**src/rtl/tile_stream_engine.sv**
```systemverilog
// Tile stream engine: streams a TILE x TILE tile element-by-element from
// SRAM A and SRAM B, applies ADD/SUB/EMUL per element or a MAC reduction,
// and writes the shifted, optionally saturated result to SRAM C.
//
// Ports:
//   clk, rst_n                  clock, asynchronous active-low reset
//   start                       begin operation (sampled in IDLE only)
//   op_code                     0 ADD, 1 SUB, 2 EMUL, 3 MAC, 4-7 illegal
//   tile_i, tile_j              tile row/column index
//   shift, sat_en               arithmetic right shift, saturate enable
//   sram_{a,b}_re/_addr/_dout   read ports, dout valid RD_LAT cycles after re
//   sram_c_we/_addr/_din        write port
//   busy, done, err             status; done/err are one-cycle pulses
module tile_stream_engine #(
  parameter int DW         = 8,
  parameter int AW         = 10,
  parameter int TILE       = 4,
  parameter int ROW_STRIDE = 32,
  parameter int RD_LAT     = 1,
  parameter int TW         = 3
) (
  input  logic          clk,
  input  logic          rst_n,
  input  logic          start,
  input  logic [2:0]    op_code,
  input  logic [TW-1:0] tile_i,
  input  logic [TW-1:0] tile_j,
  input  logic [3:0]    shift,
  input  logic          sat_en,
  output logic          sram_a_re,
  output logic [AW-1:0] sram_a_addr,
  input  logic [DW-1:0] sram_a_dout,
  output logic          sram_b_re,
  output logic [AW-1:0] sram_b_addr,
  input  logic [DW-1:0] sram_b_dout,
  output logic          sram_c_we,
  output logic [AW-1:0] sram_c_addr,
  output logic [DW-1:0] sram_c_din,
  output logic          busy,
  output logic          done,
  output logic          err
);

  localparam int N    = TILE * TILE;
  localparam int ACCW = 2 * DW + $clog2(N);
  localparam int CNTW = $clog2(N + 1);
  localparam int RCW  = (TILE > 1) ? $clog2(TILE) : 1;

  localparam logic [2:0] OP_ADD = 3'd0;
  localparam logic [2:0] OP_SUB = 3'd1;
  localparam logic [2:0] OP_MAC = 3'd3;

  localparam logic signed [ACCW-1:0] SAT_MAX = {{(ACCW-DW+1){1'b0}}, {(DW-1){1'b1}}};
  localparam logic signed [ACCW-1:0] SAT_MIN = {{(ACCW-DW+1){1'b1}}, {(DW-1){1'b0}}};

  typedef enum logic [2:0] {IDLE, ISSUE, DRAIN, ACCWR, FIN} state_e;

  state_e                 state_q, state_d;
  logic [2:0]             op_q, op_d;
  logic [3:0]             shift_q, shift_d;
  logic                   sat_q, sat_d;
  logic [AW-1:0]          base_q, base_d;
  logic [CNTW-1:0]        cnt_q, cnt_d;
  logic [RCW-1:0]         row_q, row_d, col_q, col_d;
  logic                   re_q, re_d;
  logic [AW-1:0]          rd_addr_q, rd_addr_d;
  logic [RD_LAT-1:0]      vld_q, vld_d;
  logic [AW-1:0]          paddr_q [RD_LAT];
  logic [AW-1:0]          paddr_d [RD_LAT];
  logic signed [ACCW-1:0] acc_q, acc_d;
  logic                   we_q, we_d;
  logic [AW-1:0]          wr_addr_q, wr_addr_d;
  logic [DW-1:0]          wr_data_q, wr_data_d;
  logic                   busy_q, busy_d, done_q, done_d, err_q, err_d;

  logic signed [DW-1:0]   a_s, b_s;
  logic signed [DW:0]     sum, diff;
  logic signed [2*DW-1:0] prod;
  logic signed [ACCW-1:0] elem_v;
  logic [AW-1:0]          base_new, base_sel, issue_addr;
  logic [RCW-1:0]         row_sel, col_sel, row_nx, col_nx;

  // Floor shift, then clamp to the signed DW range or keep the low DW bits.
  function automatic logic [DW-1:0] scale(input logic signed [ACCW-1:0] v,
                                          input logic [3:0] sh, input logic sat);
    logic signed [ACCW-1:0] s;
    s = v >>> sh;
    if (sat && (s > SAT_MAX)) return SAT_MAX[DW-1:0];
    if (sat && (s < SAT_MIN)) return SAT_MIN[DW-1:0];
    return s[DW-1:0];
  endfunction

  always_comb begin
    a_s  = sram_a_dout;
    b_s  = sram_b_dout;
    sum  = (DW+1)'(a_s) + (DW+1)'(b_s);
    diff = (DW+1)'(a_s) - (DW+1)'(b_s);
    prod = (2*DW)'(a_s) * (2*DW)'(b_s);
    case (op_q)
      OP_ADD:  elem_v = ACCW'(sum);
      OP_SUB:  elem_v = ACCW'(diff);
      default: elem_v = ACCW'(prod);
    endcase
  end

  always_comb begin
    state_d   = state_q;
    op_d      = op_q;
    shift_d   = shift_q;
    sat_d     = sat_q;
    base_d    = base_q;
    cnt_d     = cnt_q;
    row_d     = row_q;
    col_d     = col_q;
    re_d      = 1'b0;
    rd_addr_d = rd_addr_q;
    acc_d     = acc_q;
    we_d      = 1'b0;
    wr_addr_d = wr_addr_q;
    wr_data_d = wr_data_q;
    busy_d    = busy_q;
    done_d    = 1'b0;
    err_d     = 1'b0;

    vld_d[0]   = re_q;
    paddr_d[0] = rd_addr_q;
    for (int unsigned i = 1; i < RD_LAT; i++) begin
      vld_d[i]   = vld_q[i-1];
      paddr_d[i] = paddr_q[i-1];
    end

    base_new = AW'(32'(tile_i) * 32'(TILE * ROW_STRIDE) + 32'(tile_j) * 32'(TILE));

    // The first read is issued from IDLE with the freshly computed base, so
    // the address generator takes its operands from either source.
    if (state_q == IDLE) begin
      base_sel = base_new;
      row_sel  = '0;
      col_sel  = '0;
    end else begin
      base_sel = base_q;
      row_sel  = row_q;
      col_sel  = col_q;
    end
    issue_addr = AW'(32'(base_sel) + 32'(row_sel) * 32'(ROW_STRIDE) + 32'(col_sel));
    if (32'(col_sel) == TILE - 1) begin
      row_nx = row_sel + RCW'(1);
      col_nx = '0;
    end else begin
      row_nx = row_sel;
      col_nx = col_sel + RCW'(1);
    end

    if (vld_q[RD_LAT-1]) begin
      if (op_q == OP_MAC) begin
        acc_d = acc_q + ACCW'(prod);
      end else begin
        we_d      = 1'b1;
        wr_addr_d = paddr_q[RD_LAT-1];
        wr_data_d = scale(elem_v, shift_q, sat_q);
      end
    end

    case (state_q)
      IDLE: begin
        if (start) begin
          op_d    = op_code;
          shift_d = shift;
          sat_d   = sat_en;
          base_d  = base_new;
          acc_d   = '0;
          busy_d  = 1'b1;
          state_d = ISSUE;
          if (!op_code[2]) begin
            re_d      = 1'b1;
            rd_addr_d = issue_addr;
            row_d     = row_nx;
            col_d     = col_nx;
            cnt_d     = CNTW'(1);
          end
        end
      end
      ISSUE: begin
        if (op_q[2]) begin
          state_d = FIN;
          done_d  = 1'b1;
          err_d   = 1'b1;
          busy_d  = 1'b0;
        end else if (32'(cnt_q) == N) begin
          state_d = DRAIN;
        end else begin
          re_d      = 1'b1;
          rd_addr_d = issue_addr;
          row_d     = row_nx;
          col_d     = col_nx;
          cnt_d     = cnt_q + CNTW'(1);
        end
      end
      DRAIN: begin
        // Pipeline empty: for element-wise ops the last write is on the bus now.
        if (vld_q == '0) begin
          if (op_q == OP_MAC) begin
            state_d   = ACCWR;
            we_d      = 1'b1;
            wr_addr_d = base_q;
            wr_data_d = scale(acc_q, shift_q, sat_q);
          end else begin
            state_d = FIN;
            done_d  = 1'b1;
            busy_d  = 1'b0;
          end
        end
      end
      ACCWR: begin
        state_d = FIN;
        done_d  = 1'b1;
        busy_d  = 1'b0;
      end
      default: state_d = IDLE;
    endcase
  end

  always_ff @(posedge clk or negedge rst_n) begin
    if (!rst_n) begin
      state_q   <= IDLE;
      op_q      <= '0;
      shift_q   <= '0;
      sat_q     <= 1'b0;
      base_q    <= '0;
      cnt_q     <= '0;
      row_q     <= '0;
      col_q     <= '0;
      re_q      <= 1'b0;
      rd_addr_q <= '0;
      vld_q     <= '0;
      paddr_q   <= '{default: '0};
      acc_q     <= '0;
      we_q      <= 1'b0;
      wr_addr_q <= '0;
      wr_data_q <= '0;
      busy_q    <= 1'b0;
      done_q    <= 1'b0;
      err_q     <= 1'b0;
    end else begin
      state_q   <= state_d;
      op_q      <= op_d;
      shift_q   <= shift_d;
      sat_q     <= sat_d;
      base_q    <= base_d;
      cnt_q     <= cnt_d;
      row_q     <= row_d;
      col_q     <= col_d;
      re_q      <= re_d;
      rd_addr_q <= rd_addr_d;
      vld_q     <= vld_d;
      paddr_q   <= paddr_d;
      acc_q     <= acc_d;
      we_q      <= we_d;
      wr_addr_q <= wr_addr_d;
      wr_data_q <= wr_data_d;
      busy_q    <= busy_d;
      done_q    <= done_d;
      err_q     <= err_d;
    end
  end

  assign sram_a_re   = re_q;
  assign sram_b_re   = re_q;
  assign sram_a_addr = rd_addr_q;
  assign sram_b_addr = rd_addr_q;
  assign sram_c_we   = we_q;
  assign sram_c_addr = wr_addr_q;
  assign sram_c_din  = wr_data_q;
  assign busy        = busy_q;
  assign done        = done_q;
  assign err         = err_q;

endmodule

```
**config.mk**
```make
export PLATFORM = sky130hd
export DESIGN_NAME = tile_stream_engine
export DESIGN_NICKNAME = d
export VERILOG_FILES = /design/src/rtl/tile_stream_engine.sv
export SDC_FILE = /design/constraint.sdc
export NUM_CORES = 1
export LEC_CHECK = 0
export BUFFER_PORTS_ARGS = -buffer_cell sky130_fd_sc_hd__buf_2
export CORE_UTILIZATION = 57
export CTS_CLUSTER_SIZE = 10
export DETAILED_ROUTE_END_ITERATION = 10
export HOLD_SLACK_MARGIN = 0.08
export PLACE_DENSITY = 0.79
export SLEW_MARGIN = 20
export SYNTH_ARGS = -nofsm -noshare
export SYNTH_HDL_FRONTEND = slang
export SYNTH_SLANG_ARGS = --single-unit
```
**constraint.sdc**
```tcl
create_clock -name clk -period 3.1 [get_ports clk]
set_input_delay 0.62 -clock clk [delete_from_list [all_inputs] [get_ports clk]]
set_output_delay 0.62 -clock clk [all_outputs]
set_load 0.05 [all_outputs]
```
==> results of run 1 <==
==> through the flow <==
step	util (%)	instances	instance area [sq um]	setup WS [ps]	TNS [ps]
final	81.7	1740	14200	-2500	-49790
after global placement	72.6	1694	12600	-2990	-59320
after detailed placement	72.6	1694	12600	-3030	-60930
after CTS	79.5	1725	13800	-2450	-47300
after floorplan	-	1229	10500	-2580	-45440
after global routing	81.7	1740	14200	-2770	-53990
==> sequential cells by signal (all words and copies together) (netlist names), 3 cells and up <==
signal and count:
acc_q 20, state_q 3, shift_q 4, sram_c_din 8
cnt_q 5, paddr_q 10, op_q 3, sram_c_addr 10
sram_a_addr 10, base_q 6
==> final cells by class <==
| class | count | area [sq um] | share of cell area, % |
|---|---|---|---|
| inverter | 129 | 508 | 3.58 |
| timing repair buffer | 338 | 2630 | 18.6 |
| tap | 225 | 282 | 1.98 |
| clock inverter | 7 | 65.1 | 0.459 |
| clock buffer | 9 | 225 | 1.59 |
| sequential | 90 | 2250 | 15.9 |
| multi-input combinational | 942 | 8220 | 58.0 |
==> worst register-to-register path: cells and delay by family, from the launching register on <==
kind,cells,cell delay [ps]
DFF,1,540
buffers and inverters,4,680
AOI/OAI and AO/OA,6,1170
muxes,1,510
and+or+nand+nor,1,200
==> layout by cell type (no fill, tap or decap), drive strengths merged, types with 7 or more instances in the layout <==
| cell type | n |
|---|---|
| a211o | 7 |
| a211oi | 23 |
| a21oi | 60 |
| a31oi | 20 |
| and2 | 35 |
| and3 | 7 |
| buf | 338 |
| clkbuf | 9 |
| dfrtp | 90 |
| fa | 58 |
| ha | 70 |
| inv | 130 |
| mux2i | 17 |
| mux4 | 15 |
| nand2 | 162 |
| nand2b | 9 |
| nand3 | 22 |
| nor2 | 123 |
| nor2b | 10 |
| nor3 | 37 |
| o211ai | 13 |
| o21a | 14 |
| o21ai | 60 |
| o22ai | 13 |
| o31ai | 16 |
| o41ai | 10 |
| or2 | 10 |
| or3 | 13 |
| xnor2 | 18 |
| xor2 | 10 |
==> worst max path at each step <==
stage          depth (start not counted)             to  slack (ps)
2_1_floorplan                         26      acc_q[19]       -2580
3_3_place_gp                          24  sram_c_din[4]       -2990
3_5_place_dp                          24  sram_c_din[4]       -3030
4_1_cts                               29      acc_q[19]       -2450
5_1_grt                               28      acc_q[19]       -2770
6_report                              27      acc_q[19]       -2500
==> routing by layer <==
metal,share of wire (%),global-route usage (%)
met5,0,0
met4,3.5,12.5
met3,8.2,6.29
met2,48,59.8
met1,40,48.7
==> cell families (layout without fill, tap and decap cells) <==
logic type                 Yosys count  count (layout)  synth area share, %
and+or+nand+nor                    447             447                 20.3
AOI/OAI and AO/OA                  302             302                 21.0
buffers and inverters              197             483                 8.17
adders and majority gates          128             128                 20.1
DFF                                 90              90                 22.2
muxes                               37              37                 5.56
xor gates and xnor gates            28              28                 2.75
==> repair_timing <==
item / CTS / global route
buffers inserted: 18 / 19
pin swaps: 53 / 46
hold buffers: 0 / 0
resized for setup: 172 / 62
endpoints found under the setup margin: 25 / 25
endpoints found under the hold margin: 0 / 0
==> results.sh, run 1 <==
export IMPL_cp_slowest_stage_delay_ps=550
export IMPL_port_buffers=76
export IMPL_synth_common_cells="162 x nand2_1, 124 x inv_1, 121 x nor2_1"
export IMPL_cts_root_buffer_cell="clkbuf_16"
export IMPL_antenna_found_initial=0
export IMPL_synth_ff_type="dfrtp_1"
export IMPL_r2r_cells=12
export IMPL_clkLatencyLatePin_ps=360
export IMPL_setup_slack_ps=-2500
export IMPL_startpoint="sram_b_dout[2]"
export IMPL_cp_arrival_ps=5840
export IMPL_final_setup_viol_count=25
export IMPL_synth_seq_area_share_pct=22.2
export IMPL_synth_cell_types=90
export IMPL_dpl_hpwl_um=23700
export IMPL_dieArea_sq_um=18300
export IMPL_clock_path_buffers=2
export IMPL_synth_area_per_cell_sq_um=8.26
export IMPL_fillers=997
export IMPL_detailroute_via_count=10800
export IMPL_cpMostUsedCell="inv_2"
export IMPL_fin_crit_sh_pct=181
export IMPL_rr_startpoint="shift_q[0]"
export IMPL_cts_tree="built"
export IMPL_place_congestion=0.915
export IMPL_critPathKind="in2reg"
export IMPL_maxCapViolations=0
export IMPL_h_tree_depth=3
export IMPL_fmax_mhz=178
export IMPL_r2r_setup_slack_ps=-130
export IMPL_timing_hold_ws_ps=281
export IMPL_rr_endpoint="sram_c_din[0]"
export IMPL_first_global_vias=10500
export IMPL_fp_dieW_um=135
export IMPL_violations="setup timing"
export IMPL_drt_total_wl_um=34100
export IMPL_fin_crit_ps=5600
export IMPL_cts_made_buffers=9
export IMPL_path_delay_family="adder cells"
export IMPL_ys_ff_latch=90
export IMPL_yosysWarnings=0
export IMPL_cp_start_kind="input pin"
export IMPL_drv_slew=0
export IMPL_start_util_pct=58.5
export IMPL_cp_max_fo=4
export IMPL_end_kind="flop"
export IMPL_synth_nets=1390
export IMPL_syn_inst=1229
export IMPL_grt_pass1_wl_um=52400
export IMPL_syn_area_sq_um=10100
export IMPL_grtUsageTotal_pct=36.5
export IMPL_required_ps=3330
export IMPL_synth_top_area_share_pct=22.2
export IMPL_finalHoldViolCount=0
export IMPL_vias_per_cell=6.18
export IMPL_synth_top_area_cell="dfrtp_1"
export IMPL_nNetsFinal=1671
export IMPL_hp_class="in2async"
export IMPL_cp_num_buf_inv=6
export IMPL_skew_ps=10.0
export IMPL_overflow=0
export IMPL_drt_initial_drc_count=960
export IMPL_core_sq_um=17400
export IMPL_synth_edff_count=0
export IMPL_synthToLayoutAreaGrowth_pct=39.8
export IMPL_ant_nets=0
export IMPL_status="complete, but fails checks"
export IMPL_cts_sinks=90
export IMPL_worstMarginPinSlew_ps=875
export IMPL_grt_setup_unrepaired="yes"
export IMPL_synthArstFlopShare_pct=100
export IMPL_wire_per_inst_um=19.6
export IMPL_ios=77
export IMPL_yosys_top_cells_area="dfrtp_1 22%, fa_1 11%, ha_1 8.6%"
export IMPL_synth_most_common_cell="nand2_1"
export IMPL_drc=0
export IMPL_drive_gt1_share_pct=39.0
export IMPL_slowest_stage="fa_1"
export IMPL_first_pass_iters=6
export IMPL_grt_max_degree=91
export IMPL_die_h_um=135
export IMPL_num_rows=48
export IMPL_n_antenna_cell=0
export IMPL_relSlewSlack_pct=41.4
export IMPL_clk_pin_slew_ps=70
Power of run 1 is not shown: default switching activity piles up to over one toggle a cycle in this logic, so the estimate is an artifact.
==> inputs of run 2 (changes only) <==
--- a/config.mk
+++ b/config.mk
@@ -5,10 +5,10 @@
 export SDC_FILE = /design/constraint.sdc
 export NUM_CORES = 1
 export LEC_CHECK = 0
-export BUFFER_PORTS_ARGS = -buffer_cell sky130_fd_sc_hd__buf_2
-export CORE_UTILIZATION = 57
+export CORE_UTILIZATION = 60
 export CTS_CLUSTER_SIZE = 10
 export DETAILED_ROUTE_END_ITERATION = 10
+export DONT_BUFFER_PORTS = 1
 export HOLD_SLACK_MARGIN = 0.08
 export PLACE_DENSITY = 0.79
 export SLEW_MARGIN = 20
==> run 2 against run 1 <==
  * The run still ends with setup timing left
  * Sequential cell count is the same
  * Maximum frequency down 2.6%
  * Cell area fell by 6.2%
  * Non-clock buffer count down 111
  * Critical endpoint is now acc_q[18]
  * Largest cell class unchanged
==> results.sh, run 2 (same netlist as run 1, synthesis figures left out) <==
export IMPL_r2r_setup_slack_ps=-280
export IMPL_finalHoldViolCount=0
export IMPL_first_global_vias=10100
export IMPL_overflow=0
export IMPL_relSlewSlack_pct=33.1
export IMPL_core_sq_um=16500
export IMPL_fin_crit_sh_pct=186
export IMPL_placed_area_sq_um=11900
export IMPL_final_cell_mix="205 x buf_4, 160 x nand2_1, 104 x nor2_1"
export IMPL_dieArea_sq_um=17400
export IMPL_cp_arrival_ps=5990
export IMPL_end_kind="flop"
export IMPL_clock_path_buffers=2
export IMPL_ant_nets=0
export IMPL_detailroute_via_count=10500
export IMPL_cp_max_fo=9
export IMPL_violations="setup timing"
export IMPL_die_h_um=132
export IMPL_critPathKind="in2reg"
export IMPL_r2r_cells=11
export IMPL_cts_sinks=90
export IMPL_port_buffers=0
export IMPL_wire_per_inst_um=21.1
export IMPL_stdcell_area_sq_um=13300
export IMPL_vias_per_cell=6.48
export IMPL_fp_dieW_um=132
export IMPL_setup_worst_path_end="acc_q[18]"
export IMPL_drv_slew=0
export IMPL_setup_slack_ps=-2660
export IMPL_largest_register="acc_q"
export IMPL_drt_initial_drc_count=1061
export IMPL_fmax_mhz=174
export IMPL_cp_start_kind="input pin"
export IMPL_skew_ps=7.61
export IMPL_cts_root_buffer_cell="clkbuf_16"
export IMPL_clkLatencyLatePin_ps=350
export IMPL_grt_setup_unrepaired="yes"
export IMPL_first_pass_iters=6
export IMPL_nNetsFinal=1560
export IMPL_rr_endpoint="sram_c_din[2]"
export IMPL_drc=0
export IMPL_largest_reg_flops=20
export IMPL_route_met3_wl_um=3030
export IMPL_start_util_pct=61.4
export IMPL_hp_class="in2async"
export IMPL_drt_total_wl_um=34300
export IMPL_cts_tree="built"
export IMPL_h_tree_depth=3
export IMPL_fin_crit_ps=5760
export IMPL_worstMarginPinSlew_ps=1000
export IMPL_clk_pin_slew_ps=70
export IMPL_grtUsageTotal_pct=36.1
export IMPL_grt_max_degree=91
export IMPL_wirelength_met1_um=12900
export IMPL_num_rows=47
export IMPL_antenna_found_initial=1
export IMPL_dpl_hpwl_um=23100
export IMPL_required_ps=3340
export IMPL_drive_gt1_share_pct=33.0
export IMPL_startpoint="sram_b_dout[0]"
export IMPL_status="complete, but fails checks"
export IMPL_synthToLayoutAreaGrowth_pct=31.2
export IMPL_wl_met2_um=16600
export IMPL_routed_top_layer="met4"
export IMPL_rr_startpoint="shift_q[0]"
export IMPL_final_setup_viol_count=24
export IMPL_place_congestion=0.995
export IMPL_ios=77
export IMPL_maxCapViolations=0
export IMPL_grt_pass1_wl_um=50100
export IMPL_cts_made_buffers=9
export IMPL_final_common_cell="buf_4"
## run 2: cell type report
cell class | instances | area [sq um]
clock inverter | 5 | 67.6
antenna | 1 | 2.50
inverter | 129 | 513
timing repair buffer | 227 | 1840
fill | 938 | 3210
clock buffer | 11 | 253
sequential | 90 | 2250
multi-input combinational | 942 | 8110
tap | 220 | 275
## run 2: worst min-delay path by stage
| stage | startpoint | endpoint | slack, ps | cells after the start |
|---|---|---|---|---|
| final | rst_n | sram_c_addr[4] | 160 | 1 |
| after CTS | rst_n | sram_c_addr[4] | 190 | 1 |
| after global routing | rst_n | sram_c_addr[4] | 200 | 1 |
| after detailed placement | rst_n | sram_c_addr[4] | 330 | 0 |
| after global placement | rst_n | paddr_q[4] | 330 | 0 |
| after floorplan | rst_n | acc_q[0] | 320 | 0 |
## run 2: routing by layer
layer	vias to the layer above	GRT usage [%]
met3	180	5.42
met1	5080	46.0
met5	-	0
li1	4610	-
met4	0	12.9
met2	663	62.3
## run 2: stage by stage
| step | utilization (%) | setup TNS, ps | instances | setup WS [ps] | hold WS (ps) |
|---|---|---|---|---|---|
| after CTS | 75.5 | -44950 | 1594 | -2380 | 190 |
| after floorplan | - | -45440 | 1229 | -2580 | 324 |
| final | 80.6 | -50490 | 1625 | -2660 | 158 |
| after global routing | 80.6 | -53620 | 1624 | -2820 | 197 |
| after global placement | 71.8 | -53440 | 1569 | -2680 | 326 |
| after detailed placement | 71.8 | -56020 | 1569 | -2860 | 325 |
## run 2: what timing repair did
item / in CTS / in global routing
setup endpoints to repair: 25 / 25
setup buffers: 8 / 33
pin swaps: 23 / 86
endpoints found under the hold margin: 90 / 0
resized for setup: 43 / 124
hold buffers: 1 / 0
## run 2: worst max-delay path, cell delays in order
cell and delay [ps]:
and2_2 200, fa_1 520, inv_1 70, fa_1 510
inv_1 50, fa_1 470, inv_1 50, fa_1 500
inv_2 50, ha_4 270, o211ai_1 160, o21a_2 300
xnor2_2 240, ha_1 300, and3_4 160, a21oi_2 130
o21ai_2 90, o41a_1 430, a31o_4 260, o41ai_4 300
mux2i_1 230, nor2_1 60
Power of run 2 is left out for the same reason.
==> inputs of run 3 (changes only) <==
--- a/config.mk
+++ b/config.mk
@@ -5,12 +5,13 @@
 export SDC_FILE = /design/constraint.sdc
 export NUM_CORES = 1
 export LEC_CHECK = 0
-export CORE_UTILIZATION = 60
+export CORE_UTILIZATION = 66
+export CTS_CLUSTER_DIAMETER = 200
 export CTS_CLUSTER_SIZE = 10
 export DETAILED_ROUTE_END_ITERATION = 10
 export DONT_BUFFER_PORTS = 1
 export HOLD_SLACK_MARGIN = 0.08
-export PLACE_DENSITY = 0.79
+export PLACE_DENSITY = 0.82
 export SLEW_MARGIN = 20
 export SYNTH_ARGS = -nofsm -noshare
 export SYNTH_HDL_FRONTEND = slang
==> constraint.sdc (replaced) <==
create_clock -name clk -period 6.5 [get_ports clk]
set_input_delay 1.3 -clock clk [delete_from_list [all_inputs] [get_ports clk]]
set_output_delay 1.3 -clock clk [all_outputs]
set_load 0.05 [all_outputs]
==> run 3 against run 2 <==
  * The flow now finishes without violations
  * Critical path depth grew 5
  * Register-to-register slack gained 2800 ps
  * Global-route usage is essentially flat
  * Die area shrank 9.0%
  * Sequential cell count is the same
  * Cell area shrank 15%
  * Via count shrank 10%
  * First-iteration DRC count shrank 8.3%
==> results.sh, run 3 (same netlist as run 1, synthesis figures left out) <==
export IMPL_status="completed"
export IMPL_drt_initial_drc_count=973
export IMPL_cts_root_buffer_cell="clkbuf_16"
export IMPL_num_rows=44
export IMPL_ios=77
export IMPL_fin_crit_sh_pct=97.7
export IMPL_fin_crit_ps=6350
export IMPL_dpl_hpwl_um=21100
export IMPL_antenna_found_initial=0
export IMPL_n_antenna_cell=0
export IMPL_detailroute_via_count=9429
export IMPL_end_kind="flop"
export IMPL_pre_cts_slack_ps=-213
export IMPL_ant_nets=0
export IMPL_vias_per_cell=6.48
export IMPL_cts_sinks=90
export IMPL_wire_per_inst_um=19.0
export IMPL_required_ps=6740
export IMPL_drt_total_wl_um=27700
export IMPL_die_h_um=126
export IMPL_fp_dieW_um=126
export IMPL_synthToLayoutAreaGrowth_pct=11.4
export IMPL_grt_max_degree=91
export IMPL_critPathKind="in2reg"
export IMPL_cp_start_kind="input pin"
export IMPL_overflow=0
export IMPL_finalHoldViolCount=0
export IMPL_final_common_cell="nand2_1"
export IMPL_cp_max_fo=6
export IMPL_cts_made_buffers=9
export IMPL_min_delay_path_depth=2
export IMPL_final_cell_mix="161 x nand2_1, 118 x inv_1, 117 x nor2_1"
export IMPL_clk_pin_slew_ps=70
export IMPL_core_sq_um=14800
export IMPL_relSlewSlack_pct=25.8
export IMPL_start_util_pct=68.8
export IMPL_largest_reg_flops=20
export IMPL_first_global_vias=9032
export IMPL_hp_class="reg2reg"
export IMPL_r2r_setup_slack_ps=2540
export IMPL_cp_arrival_ps=6590
export IMPL_worstMarginPinSlew_ps=1100
export IMPL_r2r_cells=11
export IMPL_skew_ps=9.18
export IMPL_nNetsFinal=1427
export IMPL_largest_register="acc_q"
export IMPL_fillers=1072
export IMPL_clock_path_buffers=2
export IMPL_drive_gt1_share_pct=16.4
export IMPL_final_setup_viol_count=0
export IMPL_drv_slew=0
export IMPL_drc=0
export IMPL_fmax_mhz=157
export IMPL_dieArea_sq_um=15900
export IMPL_place_congestion=0.952
export IMPL_maxCapViolations=0
export IMPL_setup_tns_ps=0
export IMPL_port_buffers=0
export IMPL_final_util_pct=76.6
export IMPL_h_tree_depth=3
export IMPL_first_pass_iters=6
export IMPL_clkLatencyLatePin_ps=360
export IMPL_setup_slack_ps=146
export IMPL_cts_tree="built"
export IMPL_grtUsageTotal_pct=36.0
export IMPL_grt_pass1_wl_um=45200
run 3: timing repair:
action | CTS | global route
gates resized for setup | 0 | 31
hold endpoints to repair | 0 | 0
hold buffers | 0 | 0
setup buffers | 0 | 2
endpoints found under the setup margin | 0 | 10
run 3: cell type report:
class	count	area, sq um	area share, %
Inverter	129	497	4.39
Clock buffer	9	225	1.99
Timing Repair Buffer	94	706	6.24
Sequential cell	90	2250	19.9
Multi-Input combinational cell	942	7320	64.7
Clock inverter	7	77.6	0.686
Tap cell	184	230	2.04
run 3: critical path, stage by stage:
cell	delay, ps
clkinvlp_4	70
buf_4	140
nor2_1	60
fa_1	570
inv_1	70
fa_1	510
inv_1	60
fa_1	530
inv_1	60
fa_1	540
inv_1	70
ha_4	160
a21o_1	200
a21o_1	210
a31oi_4	210
xnor2_2	160
ha_1	280
and2_4	150
a22oi_1	180
inv_1	110
o211a_1	220
a21oi_1	170
o21ai_2	100
mux2i_1	150
o21ai_1	90
xnor2_1	170
nor2_1	50
run 3: metal layers:
layer | part of all wire (%) | vias to the layer above | track usage (%) | wire length (um)
met5 | 0 | - | 0 | 0
met4 | 3.2 | 0 | 13.4 | 897
met3 | 8.4 | 83 | 5.99 | 2320
met2 | 47 | 465 | 57.8 | 12900
met1 | 42 | 4543 | 49.3 | 11600
li1 | - | 4338 | - | -
run 3: metrics by stage:
step	cells	area (sq um)	hold slack, ps
after global placement	1437	10800	442
after detailed placement	1437	10800	447
after floorplan	1229	10300	430
final	1455	11300	465
after CTS	1453	11100	463
after global routing	1455	11300	497
run 3: worst paths after layout:
path	start	end
worst min register to register	col_q[1]	col_q[1]
min in group asynchronous	rst_n	paddr_q[6]
max in group asynchronous	rst_n	acc_q[0]
worst min-delay path	col_q[1]	col_q[1]
worst max-delay path	sram_b_dout[7]	acc_q[19]
worst max register to register	op_q[2]	sram_c_din[7]
Power of run 3 is left out for the same reason.
